**config.mk**
```make
export PLATFORM = sky130hd
export DESIGN_NAME = byte_serial_accumulator
export DESIGN_NICKNAME = d
export VERILOG_FILES = /design/src/rtl/byte_serial_accumulator.sv
export SDC_FILE = /design/constraint.sdc
export NUM_CORES = 1
export LEC_CHECK = 0
export ABC_CLOCK_PERIOD_IN_PS = 2900
export CORE_AREA = 3 3 83 104
export DETAILED_ROUTE_END_ITERATION = 10
export DIE_AREA = 0 0 86 107
export GPL_ROUTABILITY_DRIVEN = 0
export PLACE_DENSITY = 0.49
export SETUP_SLACK_MARGIN = 0.1
export SLEW_MARGIN = 20
export SYNTH_ARGS = -nofsm -noshare
export SYNTH_HDL_FRONTEND = slang
export SYNTH_SLANG_ARGS = --single-unit
```
**constraint.sdc**
```tcl
create_clock -name clk -period 2.9 [get_ports clk]
set_input_delay 0.58 -clock clk [delete_from_list [all_inputs] [get_ports clk]]
set_output_delay 0.58 -clock clk [all_outputs]
set_load 0.01 [all_outputs]
```
**src/rtl/byte_serial_accumulator.sv**
```systemverilog
// rtl/byte_serial_accumulator.sv - byte-serial signed accumulator driving an external 8-bit CLA
//
// Purpose: sums N_TERMS signed 8-bit product terms into a 16-bit two's-complement
// result. Each term takes two passes through the external adder: the low byte
// first, then the sign-extended high byte with the low-byte carry fed back in.
//
// Ports:
//   clk          sole clock, rising edge
//   rst          asynchronous active-high reset
//   in_valid     in_data is presented
//   in_ready     block can accept a term (decoded from state only)
//   in_data      signed 8-bit product term
//   adder_a      CLA operand A
//   adder_b      CLA operand B
//   adder_cin    CLA carry-in
//   adder_s      CLA sum (combinational from adder_a/adder_b/adder_cin)
//   adder_carry  CLA carry-out
//   sum_valid    one-cycle pulse; sum_data/sum_ovf valid
//   sum_data     signed accumulated sum, held until the next sum_valid
//   sum_ovf      sticky signed overflow seen during this sum
module byte_serial_accumulator #(
  parameter int N_TERMS = 16
) (
  input  logic        clk,
  input  logic        rst,
  input  logic        in_valid,
  output logic        in_ready,
  input  logic [7:0]  in_data,
  output logic [7:0]  adder_a,
  output logic [7:0]  adder_b,
  output logic        adder_cin,
  input  logic [7:0]  adder_s,
  input  logic        adder_carry,
  output logic        sum_valid,
  output logic [15:0] sum_data,
  output logic        sum_ovf
);

  localparam int CW = (N_TERMS > 1) ? $clog2(N_TERMS) : 1;
  localparam logic [CW-1:0] LAST_CNT = CW'(N_TERMS - 1);

  typedef enum logic [1:0] {
    S_IDLE = 2'd0,
    S_LOW  = 2'd1,
    S_HIGH = 2'd2,
    S_DONE = 2'd3
  } state_t;

  state_t          r_state;
  state_t          w_next_state;
  logic [15:0]     r_acc;
  logic [7:0]      r_x;
  logic            r_c;
  logic [CW-1:0]   r_cnt;
  logic            r_ovf;
  logic [15:0]     r_sum_data;
  logic            r_sum_ovf;

  logic            w_last;
  logic            w_ovf_term;

  assign w_last = (r_cnt == LAST_CNT);

  // Signed overflow of the full 16-bit add shows up in the top byte: operands
  // agree in sign but the result does not.
  assign w_ovf_term = (adder_a[7] == adder_b[7]) & (adder_s[7] != adder_a[7]);

  assign sum_data = r_sum_data;
  assign sum_ovf  = r_sum_ovf;

  always_ff @(posedge clk or posedge rst) begin
    if (rst) begin
      r_state <= S_IDLE;
    end else begin
      r_state <= w_next_state;
    end
  end

  always_comb begin
    w_next_state = r_state;
    in_ready     = 1'b0;
    sum_valid    = 1'b0;
    adder_a      = 8'h00;
    adder_b      = 8'h00;
    adder_cin    = 1'b0;
    unique case (r_state)
      S_IDLE: begin
        in_ready = 1'b1;
        if (in_valid) begin
          w_next_state = S_LOW;
        end
      end
      S_LOW: begin
        adder_a      = r_acc[7:0];
        adder_b      = r_x;
        w_next_state = S_HIGH;
      end
      S_HIGH: begin
        adder_a      = r_acc[15:8];
        adder_b      = {8{r_x[7]}};
        adder_cin    = r_c;
        w_next_state = w_last ? S_DONE : S_IDLE;
      end
      S_DONE: begin
        sum_valid    = 1'b1;
        w_next_state = S_IDLE;
      end
      default: begin
        w_next_state = S_IDLE;
      end
    endcase
  end

  always_ff @(posedge clk or posedge rst) begin
    if (rst) begin
      r_acc      <= 16'h0000;
      r_x        <= 8'h00;
      r_c        <= 1'b0;
      r_cnt      <= '0;
      r_ovf      <= 1'b0;
      r_sum_data <= 16'h0000;
      r_sum_ovf  <= 1'b0;
    end else begin
      unique case (r_state)
        S_IDLE: begin
          if (in_valid) begin
            r_x <= in_data;
          end
        end
        S_LOW: begin
          r_acc[7:0] <= adder_s;
          r_c        <= adder_carry;
        end
        S_HIGH: begin
          if (w_last) begin
            // Publish the finished sum and start the next one from zero.
            r_sum_data <= {adder_s, r_acc[7:0]};
            r_sum_ovf  <= r_ovf | w_ovf_term;
            r_acc      <= 16'h0000;
            r_cnt      <= '0;
            r_ovf      <= 1'b0;
          end else begin
            r_acc[15:8] <= adder_s;
            r_cnt       <= r_cnt + CW'(1);
            r_ovf       <= r_ovf | w_ovf_term;
          end
        end
        default: begin
        end
      endcase
    end
  end

endmodule

```
==> summary.md <==
| Metric | Value |
|---|---|
| Count of warnings emitted by yosys | 0 |
| Initial Utilization | 29.4% |
| FF-to-FF path depth | 7 |
| Number of antenna violations at the first check in global routing | 0 |
| Power Internal | 0.00199 W |
| Clock insertion delay at the later pin of the skew report | 0.31 ns |
| Cell at the slowest stage of the critical path | sky130_fd_sc_hd__clkdlybuf4s50_1 |
| Root Buffer | sky130_fd_sc_hd__clkbuf_8 |
| Number of buffers created by CTS | 5 |
| Placed cell count | 375 |
| Highest clock frequency the design can meet | 362 MHz |
| Fraction of synthesized cell area taken by the top area cell type | 53.6% |
| Total routing usage reported by global routing | 12.3% |
| H-tree lvl count | 2 |
| Unique cell type count in the Yosys netlist | 29 |
| Combinational cell fraction of total power | 48.9% |
| Placeable Area | 7790 um^2 |
| Wirelength per Cell | 13.9 um |
| Tmin final | 2.76 ns |
| Sequential share of power | 37.9% |
| Net Switching | 0.00115 W |
| Vias in the first global route | 1801 |
| Final Skew | 0.0137 ns |
| Area contributors post-synth | sky130_fd_sc_hd__dfrtp_1 (54%), sky130_fd_sc_hd__nand2_1 (12%), sky130_fd_sc_hd__mux2_2 (4.9%) |
| Number of enable flip-flop cells after synthesis | 0 |
| Netlist area before placement | 2290 um^2 |
| Largest stage delay, worst path | 0.57 ns |
| Endpoint class of the critical path | primary output |
| Setup Crit Path Kind | reg2out |
| Wire length reported by the detailed router | 5310 um |
| Wire length of the first global-routing pass | 9000 um |
| Number of max-slew violations in the final report | 0 |
| Setup TNS Final | 0 ns |
| RSZ-0062 raised after global routing | true |
| CTS clock-pin slew for the worst setup and hold paths | 0.11 ns |
| Maximum buffer depth of the clock tree | 2 |
| Router iterations before antenna repair | 4 |
| Detailed-route DRC error count | 0 |
| Sw Ratio | 36.6% |
| Dominant synthesized flop cell | sky130_fd_sc_hd__dfrtp_1 |
| Ports placed on the boundary | 56 |
| Per-instance average area after synthesis | 9.99 um^2 |
| Setup Buffers After CTS | 0 |
| Most common cell in the netlist | sky130_fd_sc_hd__nand2_1 |
| Hold Path Depth | 2 |
| Slack of the worst reg-to-reg path | 0.96 ns |
| Critical Path RT | 2.32 ns |
| Slew at the pin closest to its max-slew limit | 0.667 ns |
| Ys async rst share | 100% |
| End point of the worst hold path | sum_data[6]$_DFFE_PP0P_ |
| Share of the clock period used by the worst path after layout | 95.3% |
| Chain of cells forming the critical path | inv_1 > ha_2 > buf_6 > nand2_2 > a21boi_0 > clkdlybuf4s50_1 |
| Share of layout cells above drive strength 1 | 12.5% |
| Reported leakage power | 1.35 nW |
| Final HPWL from detailed placement | 3760 um |
| Start of the worst register-to-register path | r_state[0]$_DFFE_PP0P_ |
| Post-synth top area cell | sky130_fd_sc_hd__dfrtp_1 |
| Detailed Route Iter0 Violations | 115 |
| Final-report setup violation count | 0 |
| Kind of start point of the critical path | flip-flop |
| Vias per inst | 4.59 |
| Remaining number of nets flagged by the antenna check after routing | 0 |
| Run status | complete, no violations |
| Final global-route overflow total | 0 |
| Total power per unit cell area | 1030 nW/um^2 |
| Area growth from synthesis to layout | 33.3% |
| IR drop worst, VDD | 463 uV |
| Number of buffers added on ports | 55 |
| Cell count after synthesis | 229 |
| Largest net degree at the start of global routing | 28 |
| HP Start | sum_data[6]$_DFFE_PP0P_ |
| Total inserted antenna cells | 0 |
| Die height | 107 um |
| Num Clock Sinks | 49 |
| Post-Layout Cell Count | 383 |
| Number of rows created at floorplan | 36 |
| Reported max-cap violation count | 0 |
| Number of hold violations in the final report | 0 |
| Full die area | 9200 um^2 |
| Critical R2R Capture | sum_ovf$_DFFE_PP0P_ |
| Syn_nets | 254 |
| Number of nets in the final layout | 312 |
| Via Count | 1757 |
| Arrival time reported for the critical path endpoint | 2.18 ns |
| Post-placement cell area | 2930 um^2 |
| Class of the worst hold path | reg2reg |
| Clock tree from TritonCTS | done |
| Relative slew slack | 55.4% |
| Die width | 86 um |
| Final Instance Area | 3050 um^2 |
| Synth cell count leaders | sky130_fd_sc_hd__nand2_1 (75), sky130_fd_sc_hd__dfrtp_1 (49), sky130_fd_sc_hd__nor2_1 (11) |
| Seq cells post-synth | 49 |
| Number of buffers and inverters on the critical path | 3 |
| Share of total power in the clock network | 13.2% |
| Post-synthesis sequential area ratio | 53.6% |
| Peak fanout along the critical path | 11 |
| Cell family with the largest share of critical-path delay | buffers and inverters |
[per-stage QoR]
| step | power (W) | setup slack, ns | utilization (%) | hold slack (ns) |
|---|---|---|---|---|
| after floorplan | 0.00209 | 0.971 | - | 0.458 |
| after global placement | 0.00269 | 0.450 | 37.6 | 0.460 |
| after detailed placement | 0.00271 | 0.394 | 37.6 | 0.461 |
| after CTS | 0.00314 | 0.110 | 38.8 | 0.487 |
| after global routing | 0.00343 | 0.0252 | 39.1 | 0.511 |
| final | 0.00315 | 0.136 | 39.1 | 0.481 |
[worst max-delay path by stage]
stage / startpoint / end / slack, ns / depth (start not counted)
floorplan: r_state[0]$_DFFE_PP0P_ / adder_b[0] / 0.97 / 6
global placement: r_state[0]$_DFFE_PP0P_ / adder_a[7] / 0.45 / 5
detailed placement: r_state[0]$_DFFE_PP0P_ / adder_a[7] / 0.39 / 5
CTS: r_state[0]$_DFFE_PP0P_ / adder_b[0] / 0.11 / 6
global route: r_state[0]$_DFFE_PP0P_ / adder_b[1] / 0.03 / 6
finish: r_state[0]$_DFFE_PP0P_ / adder_b[1] / 0.14 / 6
[registers in the layout, summed over array words and instances, names as in the netlist]
name,count
r_acc,16
r_c,1
r_cnt,4
r_ovf,1
r_state,2
r_x,8
sum_data,16
sum_ovf,1
[cell usage in the layout (no fill, tap or decap), types with 2 or more instances in the layout]
| cell type | n |
|---|---|
| sky130_fd_sc_hd__mux2_2 | 10 |
| sky130_fd_sc_hd__dfrtp_1 | 49 |
| sky130_fd_sc_hd__xnor2_1 | 2 |
| sky130_fd_sc_hd__a21boi_0 | 3 |
| sky130_fd_sc_hd__a31oi_1 | 2 |
| sky130_fd_sc_hd__nand2_1 | 74 |
| sky130_fd_sc_hd__clkdlybuf4s50_1 | 54 |
| sky130_fd_sc_hd__nor2b_1 | 8 |
| sky130_fd_sc_hd__a22oi_1 | 7 |
| sky130_fd_sc_hd__inv_1 | 4 |
| sky130_fd_sc_hd__buf_4 | 6 |
| sky130_fd_sc_hd__nand2_2 | 2 |
| sky130_fd_sc_hd__and2_1 | 2 |
| sky130_fd_sc_hd__nor2_1 | 11 |
| sky130_fd_sc_hd__nand3_1 | 8 |
| sky130_fd_sc_hd__ha_1 | 3 |
| sky130_fd_sc_hd__mux2i_1 | 9 |
| sky130_fd_sc_hd__clkbuf_8 | 5 |
| sky130_fd_sc_hd__o21ai_0 | 4 |
| sky130_fd_sc_hd__a21oi_1 | 3 |
| sky130_fd_sc_hd__a21boi_1 | 4 |
| sky130_fd_sc_hd__nand2b_1 | 2 |
[logic make-up after synthesis]
group,count (synthesis),share of synthesized area [%]
AOI/OAI and AO/OA,26,7.99
xor gates and xnor gates,2,0.766
adders and majority gates,5,2.74
buffers and inverters,17,4.70
DFF,49,53.6
muxes,19,8.86
and+or+nand+nor,111,21.3
[repair_timing]
action	in CTS	in global routing
setup endpoints to repair	5	13
pin swaps	0	0
hold buffers	0	0
gates resized for setup	1	11
[layer usage]
metal  part of all wire, %  GRT usage (%)
met5                     0              0
met4                   1.3           4.30
met3                   4.9           2.77
met2                    48           19.3
met1                    45           16.5
[cell type report]
type                    instances  area (um^2)
flip-flops and latches         49         1230
inverters                       5         18.8
fillers                       825         4740
clock inverters                 3         21.3
well taps                      95          119
clock buffers                   5         68.8
repair buffers                 63          624
multi-input cells             163          971
[worst reg2reg max path, stage by stage, from the launching register on]
cell and delay (ns):
sky130_fd_sc_hd__dfrtp_1 0.43, sky130_fd_sc_hd__inv_1 0.15, sky130_fd_sc_hd__ha_2 0.24, sky130_fd_sc_hd__buf_8 0.18, sky130_fd_sc_hd__nand2_2 0.09, sky130_fd_sc_hd__nor2_4 0.55, sky130_fd_sc_hd__nor2_1 0.08, sky130_fd_sc_hd__a31oi_1 0.15
[power by group through the flow]
stage | combinational (W) | clock, W | sequential [W]
finish | 0.00154 | 0.000414 | 0.00119
global route | 0.00173 | 0.000461 | 0.00124
CTS | 0.00152 | 0.000433 | 0.00119
detailed placement | 0.00150 | 0 | 0.00121
global placement | 0.00149 | 0 | 0.00120
floorplan | 0.000893 | 0 | 0.00119
No activity file was read; power rests on OpenSTA's default activity.
